File: src/rtl/dds_ctrl_pkg.sv
// Shared widths, command record and scheduler state encoding for the DDS
// parameter scheduler and its command FIFO.
package dds_ctrl_pkg;

    localparam int TS_W    = 48;
    localparam int FREQ_W  = 48;
    localparam int PHASE_W = 14;

    typedef struct packed {
        logic [TS_W-1:0]    fire_time;
        logic [FREQ_W-1:0]  freq;
        logic [PHASE_W-1:0] phase;
        logic               sync;
    } dds_cmd_t;

    typedef enum logic {
        IDLE = 1'b0,
        ARM  = 1'b1
    } sched_state_t;

endpackage

File: src/rtl/param_fifo.sv
// Synchronous command FIFO with a show-ahead head entry, so the scheduler can
// load its staging register on the same edge it pops.
module param_fifo
    import dds_ctrl_pkg::*;
#(
    parameter int DEPTH = 4
) (
    input  logic                       clk,
    input  logic                       srst,
    input  logic                       push_i,
    input  dds_cmd_t                   data_i,
    input  logic                       pop_i,
    output dds_cmd_t                   head_o,
    output logic                       full_o,
    output logic                       empty_o,
    output logic [$clog2(DEPTH):0]     count_o
);

    localparam int AW = $clog2(DEPTH);
    localparam int CW = AW + 1;

    dds_cmd_t        mem_q [DEPTH];
    logic [AW-1:0]   wr_ptr_q;
    logic [AW-1:0]   rd_ptr_q;
    logic [CW-1:0]   count_q;

    // Storage carries no reset; validity is tracked entirely by count_q.
    always_ff @(posedge clk) begin
        if (push_i) begin
            mem_q[wr_ptr_q] <= data_i;
        end
    end

    always_ff @(posedge clk) begin
        if (srst) begin
            wr_ptr_q <= '0;
            rd_ptr_q <= '0;
            count_q  <= '0;
        end else begin
            if (push_i) begin
                wr_ptr_q <= wr_ptr_q + 1'b1;
            end
            if (pop_i) begin
                rd_ptr_q <= rd_ptr_q + 1'b1;
            end
            count_q <= count_q + CW'(push_i) - CW'(pop_i);
        end
    end

    assign head_o  = mem_q[rd_ptr_q];
    assign full_o  = (count_q == CW'(DEPTH));
    assign empty_o = (count_q == '0);
    assign count_o = count_q;

endmodule

File: src/rtl/dds_param_scheduler.sv
// Timed command source for the DAC phase MAC: owns the timestamp counter and
// applies queued freq/phase/offset commands when their fire time is reached.
module dds_param_scheduler
    import dds_ctrl_pkg::*;
#(
    parameter int DEPTH = 4
) (
    input  logic                   clk,
    input  logic                   reset,
    input  logic                   s_valid,
    output logic                   s_ready,
    input  logic [TS_W-1:0]        s_time,
    input  logic [FREQ_W-1:0]      s_freq,
    input  logic [PHASE_W-1:0]     s_phase,
    input  logic                   s_sync,
    output logic [TS_W-1:0]        timestamp,
    output logic [FREQ_W-1:0]      freq,
    output logic [PHASE_W-1:0]     phase,
    output logic [TS_W-1:0]        time_offset,
    output logic                   update,
    output logic                   late_error,
    output logic [$clog2(DEPTH):0] fifo_count
);

    sched_state_t        state_q;
    dds_cmd_t            stg_q;
    dds_cmd_t            head;
    dds_cmd_t            in_cmd;
    logic [TS_W-1:0]     ts_q;
    logic [FREQ_W-1:0]   freq_q;
    logic [PHASE_W-1:0]  phase_q;
    logic [TS_W-1:0]     offset_q;
    logic                update_q;
    logic                late_q;
    logic                fifo_full;
    logic                fifo_empty;
    logic                push_d;
    logic                pop_d;
    logic                apply_d;

    assign in_cmd = '{fire_time: s_time, freq: s_freq, phase: s_phase, sync: s_sync};

    // Holding s_ready low during reset keeps the upstream from believing a
    // command was taken while the FIFO is being cleared.
    assign s_ready = !fifo_full && !reset;
    assign push_d  = s_valid && s_ready;
    assign apply_d = (state_q == ARM) && (stg_q.fire_time <= ts_q);
    assign pop_d   = !fifo_empty && ((state_q == IDLE) || apply_d);

    param_fifo #(
        .DEPTH (DEPTH)
    ) u_fifo (
        .clk     (clk),
        .srst    (reset),
        .push_i  (push_d),
        .data_i  (in_cmd),
        .pop_i   (pop_d),
        .head_o  (head),
        .full_o  (fifo_full),
        .empty_o (fifo_empty),
        .count_o (fifo_count)
    );

    always_ff @(posedge clk) begin
        if (reset) begin
            state_q  <= IDLE;
            stg_q    <= '0;
            ts_q     <= '0;
            freq_q   <= '0;
            phase_q  <= '0;
            offset_q <= '0;
            update_q <= 1'b0;
            late_q   <= 1'b0;
        end else begin
            ts_q     <= ts_q + 1'b1;
            update_q <= 1'b0;
            case (state_q)
                IDLE: begin
                    if (!fifo_empty) begin
                        stg_q   <= head;
                        state_q <= ARM;
                    end
                end
                ARM: begin
                    if (apply_d) begin
                        freq_q   <= stg_q.freq;
                        phase_q  <= stg_q.phase;
                        update_q <= 1'b1;
                        if (stg_q.sync) begin
                            offset_q <= stg_q.fire_time;
                        end
                        // Plain unsigned compare: a fire time behind the counter is late.
                        if (stg_q.fire_time < ts_q) begin
                            late_q <= 1'b1;
                        end
                        if (!fifo_empty) begin
                            stg_q <= head;
                        end else begin
                            state_q <= IDLE;
                        end
                    end
                end
                default: state_q <= IDLE;
            endcase
        end
    end

    assign timestamp   = ts_q;
    assign freq        = freq_q;
    assign phase       = phase_q;
    assign time_offset = offset_q;
    assign update      = update_q;
    assign late_error  = late_q;

endmodule

File: config.mk
export PLATFORM = sky130hd
export DESIGN_NAME = dds_param_scheduler
export DESIGN_NICKNAME = d
export VERILOG_FILES = /design/src/rtl/dds_ctrl_pkg.sv /design/src/rtl/param_fifo.sv /design/src/rtl/dds_param_scheduler.sv
export SDC_FILE = /design/constraint.sdc
export NUM_CORES = 1
export LEC_CHECK = 0
export CELL_PAD_IN_SITES_DETAIL_PLACEMENT = 0
export CELL_PAD_IN_SITES_GLOBAL_PLACEMENT = 1
export CORE_MARGIN = 4
export CORE_UTILIZATION = 52
export CTS_CLUSTER_DIAMETER = 40
export DETAILED_ROUTE_END_ITERATION = 12
export DONT_BUFFER_PORTS = 1
export HOLD_SLACK_MARGIN = 0.06
export PLACE_DENSITY_LB_ADDON = 0.1
export SYNTH_ARGS = -nofsm -noshare
export SYNTH_HDL_FRONTEND = slang
export SYNTH_SLANG_ARGS = --single-unit
File: constraint.sdc
create_clock -name clk -period 5.1 [get_ports clk]
set_clock_uncertainty 0.1 [all_clocks]
set_input_delay 1.02 -clock clk [delete_from_list [all_inputs] [get_ports clk]]
set_output_delay 1.02 -clock clk [all_outputs]
set_load 0.02 [all_outputs]
==> flow_summary.json, run 1 <==
{
  "status": "completed",
  "hold_path_class": "input port to register",
  "setup_violations": 0,
  "clockBufferDepth": 3,
  "maxCapViolations": 0,
  "synth_top_cell_area_share_pct": 43.5,
  "min_to": "u_fifo.mem_q[2][69]$_DFFE_PP_",
  "holdPathStages": 0,
  "synthAdderAreaFrac_pct": 2.31,
  "routedWlPerCell_um": 26.1,
  "finalPower_mw": 21.7,
  "crit_required_ps": 5480,
  "core_um2": 58000,
  "synth_compound_area_share_pct": 12.8,
  "tritoncts": "built",
  "rows": 88,
  "rr_endpoint": "stg_q[107]$_SDFFE_PP0P_",
  "path_clk_slew_ps": 60,
  "post-place-ws_ps": 616,
  "syn_to_final_growth_pct": 13.5,
  "crit_fanout": 63,
  "tightest_slew_ps": 1110,
  "rr_startpoint": "timestamp[43]$_SDFF_PP0_",
  "fin_crit_ps": 4500,
  "period_share_pct": 88.2,
  "grt_remaining_overflow": 0,
  "drt_iter0_drc": 2011,
  "synth_area_leaders": "edfxtp_1 (43%), dfxtp_1 (18%), mux4_2 (8.2%), a21oi_1 (4.7%), nand2_1 (2.8%)",
  "min_from": "s_time[6]",
  "portBuffers": 0,
  "synth_edf_count": 444,
  "r2r_cells": 10,
  "ys.flop_type": "edfxtp_1",
  "finalSetupTns_ps": 0,
  "startpoint_type": "register",
  "grt_setup_unrepaired": "false",
  "grt_pass1_wl_um": 127000,
  "fin_cells": 3223,
  "dieArea_um2": 62900,
  "die_width_um": 251,
  "regToRegSetupSlack_ps": 600,
  "powerDensity_nw_per_um2": 624,
  "gp_congestion": 0.827,
  "io_pins": 278,
  "place_inst": 3026,
  "yosys_warnings": 0,
  "cts_setup_buffers": 0,
  "routed_wl_um": 84200,
  "fmax_ghz": 0.222,
  "syn_inst": 2437,
  "antennaDiodeCount": 0,
  "cts_resized": 0,
  "power_leakage_nw": 11.0,
  "vias": 20708,
  "endpoint_kind": "register",
  "viasPerCell": 6.43,
  "yosysMostFrequentCell": "edfxtp_1",
  "dieHeight_um": 251,
  "cts_num_sinks": 725,
  "async_flop_share_pct": 0,
  "startpoint": "timestamp[43]$_SDFF_PP0_",
  "synthSimpleGateAreaFrac_pct": 8.42,
  "numCtsBuffers": 104,
  "avgSynthCellArea_um2": 12.6,
  "fin_nets": 2537,
  "start_util_pct": 52.9,
  "grt_max_degree": 214,
  "synth.mux.area_fraction_pct": 9.75,
  "synth_common_cells": "edfxtp_1 (444), a21oi_1 (285), dfxtp_1 (281)",
  "synth_seq_area_share_pct": 61.8,
  "hold_buffers": 0,
  "syn-cell-area_um2": 30700,
  "hpwl_um": 50200,
  "track_usage_pct": 26.0,
  "max_slew_margin_pct": 25.6,
  "ir_worst_vdd_v": 0.00168,
  "synth-seq-cells": 725,
  "cp.arrival_ps": 4880,
  "cts_root_buf": "clkbuf_16",
  "hold_viol": 0,
  "antenna_found_initial": 1,
  "layout-drive-gt1-share_pct": 14.3,
  "clkLatencyLatePin_ps": 650,
  "grt_pass1_vias": 20317,
  "drc_errors": 0,
  "synth_top_family_by_area": "compound AO/OA/AOI/OAI gates",
  "syn_nets": 2607,
  "slew_violations": 0,
  "synthXorXnorAreaFrac_pct": 1.31,
  "synth_cell_types": 54,
  "ant_nets": 0,
  "layout_setup_ws_ps": 600,
  "dr.pass1.iters": 5,
  "yosys.area.top_type": "edfxtp_1",
  "path_class": "register to register",
  "htree_levels": 3
}
critical path, cell delays in order (launching register included):
cell and delay (ps):
dfxtp_1 480, inv_1 140, ha_1 340, nand4_1 200
nor4_4 620, nand3_1 250, a211o_2 410, a21oi_4 170
buf_4 530, buf_4 800, o22ai_1 160
cell families after synthesis:
logic type | after synthesis
adder cells (fa/ha/maj) | 56
XOR/XNOR | 46
multiplexers | 160
AO/OA/AOI/OAI | 625
buffers and inverters | 274
AND/OR/NAND/NOR | 551
flip-flops | 725
placed cells by master (no fill, tap or decap), types with 46 or more instances in the layout:
cell and instances:
nand3_1 136, a211oi_1 111, xnor2_1 46, edfxtp_1 444, clkbuf_16 108, a21oi_1 284, mux2i_1 48, mux4_2 111
nor2_1 54, ha_1 55, dfxtp_1 278, nand4_1 57, inv_1 55, o22ai_1 111, nand2_1 232
layout make-up:
cell class                      instances  area [um^2]
Fill cell                            4543        23200
Sequential cell                       725        19000
Multi-Input combinational cell       1438        10800
Clock buffer                          127         2800
Tap cell                              765          957
Clock inverter                         70          677
Timing Repair Buffer                   41          433
Inverter                               57          216
report_power, final:
group          switching, mW  internal [mW]  total, mW  leakage [nW]
combinational           4.46           2.21       6.67          3.02
sequential              1.06           6.99       8.05          6.32
clock                   2.75           4.24       6.98          1.66
total                   8.27           13.4       21.7          11.0
stage by stage:
step	utilization [%]	cell area, um^2	hold slack [ps]
floorplan	-	30700	361
global placement	54.0	31300	368
detailed placement	54.0	31300	379
CTS	60.0	34800	326
global route	60.0	34800	324
finish	60.0	34800	364
per-layer routing:
metal	global-route usage [%]	vias to the layer above	share of wire, %
li1	-	9277	-
met1	35.9	10491	42
met2	40.5	817	46
met3	8.68	123	9.9
met4	6.23	0	2.0
met5	0	-	0
sequential cells by signal, summed over array words and instances, names as in the netlist, named ones only:
signal / count
u_fifo.mem_q: 444
stg_q: 111
freq: 48
time_offset: 48
timestamp: 48
phase: 14
u_fifo.count_o: 3
u_fifo.rd_ptr_q: 2
u_fifo.wr_ptr_q: 2
late_error: 1
state_q: 1
update: 1
worst max-delay path by stage:
stage                                               to  slack [ps]  cells after the start
after detailed placement        stg_q[27]$_SDFFE_PP0P_         620                     10
after CTS                       stg_q[43]$_SDFFE_PP0P_         610                     10
after floorplan           u_fifo.mem_q[0][0]$_DFFE_PP_         100                      3
after global placement          stg_q[38]$_SDFFE_PP0P_         730                     10
after global routing            stg_q[41]$_SDFFE_PP0P_         370                     10
final                          stg_q[107]$_SDFFE_PP0P_         600                     10
No activity file was read; power rests on OpenSTA's default activity.
==> inputs of run 2 (changes only) <==
--- a/config.mk
+++ b/config.mk
@@ -13,7 +13,8 @@
 export DETAILED_ROUTE_END_ITERATION = 12
 export DONT_BUFFER_PORTS = 1
 export HOLD_SLACK_MARGIN = 0.06
-export PLACE_DENSITY_LB_ADDON = 0.1
+export PLACE_DENSITY = 0.84
+export REMOVE_ABC_BUFFERS = 1
 export SYNTH_ARGS = -nofsm -noshare
 export SYNTH_HDL_FRONTEND = slang
 export SYNTH_SLANG_ARGS = --single-unit
==> run 2 against run 1 <==
Global-route usage rose by 0.095 points. Largest power group unchanged. Flip-flop and latch count unchanged. Wire length increased by 0.46%. Critical endpoint is now stg_q[10]$_SDFFE_PP0P_. Critical path type unchanged. Via count increased by 2.4%. Hold slack worse by 7.9 ps. Count of clock-buffer cells in the layout down 4. Sequential power decreased by 0.7%. Largest cell class unchanged.
==> flow_summary.json, run 2 (synthesis results as in run 1) <==
{
  "regToRegSetupSlack_ps": 540,
  "cts_root_buf": "clkbuf_16",
  "slew_violations": 0,
  "maxCapViolations": 0,
  "htree_levels": 3,
  "crit_required_ps": 5460,
  "routedWlPerCell_um": 26.2,
  "rr_startpoint": "timestamp[43]$_SDFF_PP0_",
  "layout_commonest_cell": "edfxtp_1",
  "holdPathStages": 1,
  "start_util_pct": 52.9,
  "vias": 21196,
  "core_um2": 58000,
  "grt_setup_unrepaired": "false",
  "crit_fanout": 76,
  "setup_violations": 0,
  "hpwl_um": 47800,
  "grt_pass1_vias": 21609,
  "startpoint_type": "register",
  "hold_buffers": 0,
  "fin_crit_ps": 4560,
  "track_usage_pct": 26.1,
  "clkLatencyLatePin_ps": 640,
  "syn_to_final_growth_pct": 14.1,
  "portBuffers": 0,
  "largest_reg_flops": 444,
  "fin_nets": 2540,
  "drc_errors": 0,
  "dieHeight_um": 251,
  "drt_iter0_drc": 2166,
  "layout_common_cells": "edfxtp_1 (444), a21oi_1 (284), dfxtp_1 (278), nand2_1 (232), nand3_1 (136)",
  "clockBufferDepth": 3,
  "ant_nets": 0,
  "endpoint_kind": "register",
  "tritoncts": "built",
  "io_pins": 278,
  "cts_num_sinks": 725,
  "startpoint": "timestamp[43]$_SDFF_PP0_",
  "reg_top3": "u_fifo.mem_q x444, stg_q x111",
  "cp.arrival_ps": 4920,
  "grt_remaining_overflow": 0,
  "powerDensity_nw_per_um2": 634,
  "dieArea_um2": 62900,
  "cts_setup_buffers": 0,
  "routed_wl_um": 84600,
  "antenna_found_initial": 0,
  "die_width_um": 251,
  "period_share_pct": 89.4,
  "power_leakage_nw": 11.1,
  "regMostFlops": "u_fifo.mem_q",
  "hold_path_class": "input port to register",
  "dr.pass1.iters": 6,
  "status": "completed",
  "layout-drive-gt1-share_pct": 14.8,
  "rr_endpoint": "stg_q[10]$_SDFFE_PP0P_",
  "grt_max_degree": 214,
  "max_slew_margin_pct": 26.3,
  "path_clk_slew_ps": 60,
  "r2r_cells": 10,
  "hold_viol": 0,
  "min_to": "freq[25]$_SDFFE_PP0P_",
  "rows": 88,
  "final_util_pct": 60.3,
  "grt_pass1_wl_um": 129000,
  "cts_resized": 0,
  "antennaDiodeCount": 0,
  "min_from": "reset",
  "fmax_ghz": 0.219,
  "path_class": "register to register",
  "gp_congestion": 0.836,
  "ir_worst_vdd_v": 0.000737,
  "whs_ps": 356,
  "tightest_slew_ps": 1110,
  "viasPerCell": 6.57,
  "numCtsBuffers": 103
}
-- run 2: cell count changes in the layout (fill, tap and decap cells not counted), sizes merged --
cell,delta
clkinv,-14
clkinvlp,-2
bufinv,+5
inv,+13
buf,+4
clkbuf,-4
-- run 2: where the power goes --
part	total [mW]	switching, mW	internal (mW)
Combinational	6.86	4.62	2.25
Sequential	7.99	0.995	6.99
Clock	7.33	2.79	4.54
-- run 2: critical path, cell delays in order, from the launching register on --
cell and delay (ps):
dfxtp_1 500, inv_1 160, ha_1 360, nand4_1 230
nor4_4 600, nand3_1 280, a211o_2 410, a21oi_4 160
buf_4 460, buf_4 910, o22ai_1 170
-- run 2: final cells by class --
cell class,instances,area (um^2)
tap,765,957
multi-input combinational,1438,10800
clock inverter,72,806
inverter,57,216
timing repair buffer,45,463
sequential,725,19000
clock buffer,123,2820
fill,4372,23000
-- run 2: worst max-delay path by stage --
stage          slack, ps  depth (start not counted)                      to
2_1_floorplan      -8460                          4  stg_q[13]$_SDFFE_PP0P_
5_1_grt              450                         10  stg_q[25]$_SDFFE_PP0P_
6_report             540                         10  stg_q[10]$_SDFFE_PP0P_
3_5_place_dp         710                         10  stg_q[16]$_SDFFE_PP0P_
4_1_cts              660                         10  stg_q[10]$_SDFFE_PP0P_
3_3_place_gp         800                         10  stg_q[62]$_SDFFE_PP0P_
-- run 2: per-stage QoR --
stage | worst slack, ps | std cells | area (um^2) | power (mW) | TNS, ps
2_1_floorplan | -8460 | 2220 | 29800 | 11.9 | -1357660
3_3_place_gp | 805 | 3030 | 31400 | 14.6 | 0
3_5_place_dp | 706 | 3030 | 31400 | 14.9 | 0
4_1_cts | 665 | 3225 | 35000 | 22.2 | 0
5_1_grt | 453 | 3225 | 35000 | 23.1 | 0
6_report | 539 | 3225 | 35000 | 22.2 | 0
-- run 2: layer usage --
layer	global-route usage (%)	routed length [um]	vias up
met1	32.1	31900	10623
met5	0	0	-
met3	7.61	7940	209
met4	9.67	2830	0
met2	44.3	42000	1088
li1	-	-	9276
